`src/rtl/led_matrix_out.sv`:
```
// Double-buffered 8x8 LED matrix output peripheral: CPU fills the back buffer over I/O
// ports, swaps at a frame boundary, and rows are scanned one per SCAN_DIV clocks.
// Optional: define LED_ACTIVE_LOW_EN to drive led_x/led_y inverted for an active-low matrix.
module led_matrix_out #(
  parameter logic [7:0]  BASE_ADDR = 8'h10,
  parameter int unsigned SCAN_DIV  = 1000
) (
  input  logic       clk,
  input  logic       reset,
  input  logic       io_en,
  input  logic       io_we,
  input  logic [7:0] io_addr,
  input  logic [7:0] io_wdata,
  output logic [7:0] io_rdata,
  output logic [7:0] led_x,
  output logic [7:0] led_y
);

  localparam logic [15:0] LAST_CNT = 16'(SCAN_DIV - 1);

  logic [7:0]  fb_q [2][8];
  logic [7:0]  fb_d [2][8];
  logic        buf_sel_q, buf_sel_d;
  logic [2:0]  row_ptr_q, row_ptr_d;
  logic [15:0] presc_q, presc_d;
  logic        swap_pending_q, swap_pending_d;
  logic        frame_tog_q, frame_tog_d;
  logic [7:0]  led_x_q, led_x_d;
  logic [7:0]  led_y_q, led_y_d;
  logic [7:0]  rdata_q, rdata_d;

  logic [7:0] off;
  logic       hit, wr_hit, rd_hit, ctrl_wr;
  logic       tick, do_swap, back_sel, disp_sel;

  assign off      = io_addr - BASE_ADDR;
  assign hit      = io_en && (off < 8'd10);
  assign wr_hit   = hit && io_we;
  assign rd_hit   = hit && !io_we;
  assign ctrl_wr  = wr_hit && (off == 8'd8);
  assign tick     = (presc_q == LAST_CNT);
  assign do_swap  = tick && (row_ptr_q == 3'd0) && swap_pending_q;
  assign back_sel = ~buf_sel_q;
  // On a swap edge the row-0 load already comes from the buffer that is becoming front.
  assign disp_sel = do_swap ? back_sel : buf_sel_q;

  // NOTE: every signal assigned here gets a default first, so no latch is inferred.
  always_comb begin
    fb_d           = fb_q;
    buf_sel_d      = buf_sel_q;
    row_ptr_d      = row_ptr_q;
    presc_d        = tick ? 16'd0 : presc_q + 16'd1;
    swap_pending_d = swap_pending_q;
    frame_tog_d    = frame_tog_q;
    led_x_d        = led_x_q;
    led_y_d        = led_y_q;
    rdata_d        = rdata_q;

    if (wr_hit && (off < 8'd8)) fb_d[back_sel][off[2:0]] = io_wdata;
    if (ctrl_wr && io_wdata[1]) begin
      for (int r = 0; r < 8; r++) fb_d[back_sel][r] = 8'h00;
    end

    if (tick) begin
      led_y_d   = 8'b1 << row_ptr_q;
      led_x_d   = fb_q[disp_sel][row_ptr_q];
      row_ptr_d = row_ptr_q + 3'd1;
    end

    if (do_swap) begin
      buf_sel_d      = ~buf_sel_q;
      swap_pending_d = 1'b0;
      frame_tog_d    = ~frame_tog_q;
    end
    // A request landing on the swap edge re-arms for the next boundary.
    if (ctrl_wr && io_wdata[0]) swap_pending_d = 1'b1;

    if (rd_hit) begin
      case (off)
        8'd8:    rdata_d = 8'h00;
        8'd9:    rdata_d = {6'b0, frame_tog_q, swap_pending_q};
        default: rdata_d = fb_q[back_sel][off[2:0]];
      endcase
    end
  end

  // NOTE: sequential state uses non-blocking assignments only, so all registers
  // update together from the values computed above.
  always_ff @(posedge clk) begin
    if (reset) begin
      // NOTE: the frame buffers are flops, not RAM, and must read back as zero after
      // reset, so they are reset explicitly along with the control state.
      for (int b = 0; b < 2; b++) begin
        for (int r = 0; r < 8; r++) fb_q[b][r] <= 8'h00;
      end
      buf_sel_q      <= 1'b0;
      row_ptr_q      <= 3'd0;
      presc_q        <= 16'd0;
      swap_pending_q <= 1'b0;
      frame_tog_q    <= 1'b0;
      led_x_q        <= 8'h00;
      led_y_q        <= 8'h00;
      rdata_q        <= 8'h00;
    end else begin
      fb_q           <= fb_d;
      buf_sel_q      <= buf_sel_d;
      row_ptr_q      <= row_ptr_d;
      presc_q        <= presc_d;
      swap_pending_q <= swap_pending_d;
      frame_tog_q    <= frame_tog_d;
      led_x_q        <= led_x_d;
      led_y_q        <= led_y_d;
      rdata_q        <= rdata_d;
    end
  end

  assign io_rdata = rdata_q;

`ifdef LED_ACTIVE_LOW_EN
  assign led_x = ~led_x_q;
  assign led_y = ~led_y_q;
`else
  assign led_x = led_x_q;
  assign led_y = led_y_q;
`endif

endmodule

```
`config.mk`:
```
export PLATFORM = sky130hd
export DESIGN_NAME = led_matrix_out
export DESIGN_NICKNAME = d
export VERILOG_FILES = /design/src/rtl/led_matrix_out.sv
export SDC_FILE = /design/constraint.sdc
export NUM_CORES = 1
export LEC_CHECK = 0
export CAP_MARGIN = 20
export CORE_MARGIN = 1
export CORE_UTILIZATION = 35
export CTS_CLUSTER_DIAMETER = 60
export DETAILED_ROUTE_END_ITERATION = 10
export PLACE_DENSITY = 0.51
export REMOVE_ABC_BUFFERS = 1
export SETUP_SLACK_MARGIN = 0.4
export SLEW_MARGIN = 40
export SYNTH_ARGS = -nofsm -noshare
export SYNTH_HDL_FRONTEND = slang
export SYNTH_SLANG_ARGS = --single-unit
```
`constraint.sdc`:
```
create_clock -name clk -period 3.35 [get_ports clk]
set_input_delay 0.335 -clock clk [delete_from_list [all_inputs] [get_ports clk]]
set_output_delay 0.335 -clock clk [all_outputs]
set_load 0.05 [all_outputs]
```
==> reports/results.ini <==
[timing]
rsz0062_at_grt = no
whs_ps = 319
timing.final.crit_period_ps = 2800
drv_slew = 0
skew_ps = 16.7
finalSetupViolCount = 0
max-slew-margin-rel_pct = 50.0
fmax_mhz = 357
tns_ps = 0
tightest_slew_ps = 748
fin_crit_sh_pct = 83.5
hold_viol_final = 0

[routing]
first_pass_iters = 6
route.vias.total = 7900
wirelength_um = 30000
drt-vias-per-instance = 5.77
drtIter0Drc = 897
drc = 0
wl_per_cell_um = 21.9
ant_nets = 0

[die]
rows = 57
fp.dieW_um = 160
io_pins = 44
start_util_pct = 35.7
dieHeight_um = 160
die-area_um2 = 25500
coreArea_um2 = 24400

[global_route]
grt_usage_pct = 23.5
grt_pass1_wl_um = 45500
grt_max_degree = 44
antenna_found_initial = 0
grt-ovfl-total = 0
grt_pass1_vias = 7391

[yosys]
synth_edf_count = 0
avgSynthCellArea_um2 = 8.73
synthMuxAreaShare_pct = 12.6
synthAdderAreaFrac_pct = 1.44
synth_compound_area_share_pct = 22.4
synth_cell_type_count = 54
synth-simple-area-share_pct = 16.0
netlist_instances = 999
synth_top_family_by_area = compound AO/OA/AOI/OAI gates
synthArstFlopShare_pct = 0
synth_sequential_area_ratio_pct = 40.0
synthXorXnorAreaFrac_pct = 2.02
ys_warn_count = 0
ys_ff_latch = 174
ys.flop_type = dfxtp_1
synth_area_um2 = 8720

[clock_tree]
clock_path_buffers = 2
cts_tree = yes
cts.sinks = 174
cts-root-buf = clkbuf_16
hold_buffers = 0
clk_pin_slew_ps = 70
cts_buffers = 17
htreeDepth = 4
clk_latency_ps = 440

[cells_and_area]
fillers = 2455
layout.area.seq_um2 = 3490
diodes = 0
fin_nets = 1063
multiInputGateArea_um2 = 4770
syn2layout_area_growth_pct = 17.6
layout-drive-gt1-share_pct = 14.1

[worst_setup_path]
startpoint_type = flop
required_ps = 3660
critPathKind = reg -> reg
cp_data_arrival_time_ps = 3110
path_max_fanout = 23
end_kind = flop

[pwr]
switchingPower_w = 0.00105
p_leak_nw = 3.48
cellPowerDensity_nw_per_um2 = 419
p_int_w = 0.00325
p_sw_share_pct = 24.4
p_seq_share_pct = 48.2
power.share.combinational_pct = 4.5
clkPwrFrac_pct = 47.3
peakVddDrop_uv = 306

[worst_hold_path]
hold_path.class = in -> reg

[placement]
dp_hpwl_um = 20100
numPortBuffers = 43
gp_congestion = 0.843

[run]
drv_cap = 0

[status]
status = finished, final reports clean

==> worst max-delay path: stages (launching register included) <==
cell      delay (ps)
dfxtp_1          350
ha_1             230
and4bb_1         240
and4_4           250
and2_1           270
buf_6            260
buf_6            240
mux2i_1          220
o21a_1           130
nor3_1            40
o22ai_1          280
a31oi_1          130
==> routing by layer <==
layer,global-route usage (%),share of wire [%],vias to the layer above
met5,0,0,-
met4,8.70,2.7,0
met3,4.34,6.9,45
met2,36.7,45,305
met1,32.4,45,3765
li1,-,-,3785
==> cell usage after synthesis (3+ instances only) <==
library cell | n | area share [%]
dfxtp_1 | 174 | 40
nand2_1 | 105 | 4.5
o21ai_0 | 100 | 5.7
nand3_1 | 88 | 5.1
o22ai_1 | 81 | 5.8
nor2_1 | 68 | 2.9
clkbuf_1 | 51 | 2.2
mux4_2 | 33 | 8.5
mux2i_1 | 32 | 3.7
a31oi_1 | 28 | 2.0
buf_2 | 28 | 1.6
a21oi_1 | 22 | 1.3
o221ai_1 | 22 | 2.2
inv_1 | 20 | 0.86
a22oi_1 | 12 | 1.0
nor3_1 | 11 | 0.63
o31ai_1 | 11 | 0.95
ha_1 | 10 | 1.4
xor2_1 | 9 | 0.90
xnor2_1 | 8 | 0.80
o21a_1 | 7 | 0.60
o21ai_1 | 7 | 0.40
o21bai_1 | 7 | 0.60
and3_1 | 6 | 0.43
nor2b_1 | 5 | 0.36
o31ai_2 | 5 | 0.72
and2_1 | 4 | 0.29
buf_6 | 4 | 0.52
a211oi_1 | 3 | 0.26
buf_1 | 3 | 0.13
buf_4 | 3 | 0.26
mux2_2 | 3 | 0.39
nand4_1 | 3 | 0.22
==> layout by cell type (no fill, tap or decap), drive strengths merged, types with 23 or more instances in the layout <==
| cell type | n |
|---|---|
| o21ai | 107 |
| dfxtp | 174 |
| nor2 | 69 |
| buf | 63 |
| nand3 | 89 |
| clkdlybuf4s50 | 41 |
| a21oi | 23 |
| mux4 | 33 |
| nand2 | 105 |
| o22ai | 81 |
| inv | 28 |
| mux2i | 32 |
| a31oi | 28 |
==> metrics by stage <==
| stage | cells | instance area [um2] | power, W | utilization, % | setup slack, ps |
|---|---|---|---|---|---|
| global placement | 1336 | 9610 | 0.00231 | 39.4 | 381 |
| global route | 1370 | 10200 | 0.00443 | 42.0 | 445 |
| detailed placement | 1336 | 9620 | 0.00231 | 39.4 | 363 |
| floorplan | 910 | 8310 | 0.00220 | - | -1250 |
| CTS | 1368 | 10200 | 0.00432 | 41.9 | 429 |
| finish | 1370 | 10200 | 0.00430 | 42.0 | 551 |
==> kinds of logic after synthesis <==
group / after synthesis
buf+inv: 110
compound gates: 313
simple gates: 306
fa+ha+maj: 10
xor+xnor: 18
flops: 174
mux: 68
==> cell type report <==
type                    count  share of cell area [%]
well taps                 324                    3.96
flip-flops and latches    174                    34.0
multi-input cells         715                    46.6
clock inverters            12                    1.21
inverters                  21                   0.769
clock buffers              20                    4.57
repair buffers            104                    8.92
==> power groups by stage <==
stage	Clock [W]	Sequential [W]	Combinational (W)
2_1_floorplan	0	0.00212	0.0000749
3_3_place_gp	0	0.00212	0.000190
3_5_place_dp	0	0.00212	0.000190
4_1_cts	0.00206	0.00207	0.000191
5_1_grt	0.00215	0.00207	0.000204
6_report	0.00203	0.00207	0.000192
==> worst paths after layout <==
path	from	to	slack [ps]	depth (start not counted)
hold / removal	reset	presc_q[2]	320	2
setup / recovery	presc_q[0]	led_x[5]	550	11
hold reg to reg	presc_q[0]	presc_q[0]	450	1
setup reg to reg	presc_q[0]	led_x[5]	550	11
==> what timing repair did <==
item	in CTS	in global routing
resized for setup	0	6
buffers inserted	0	2
endpoints found under the setup margin	0	8
Note: power is estimated with default switching activity, not from simulation.
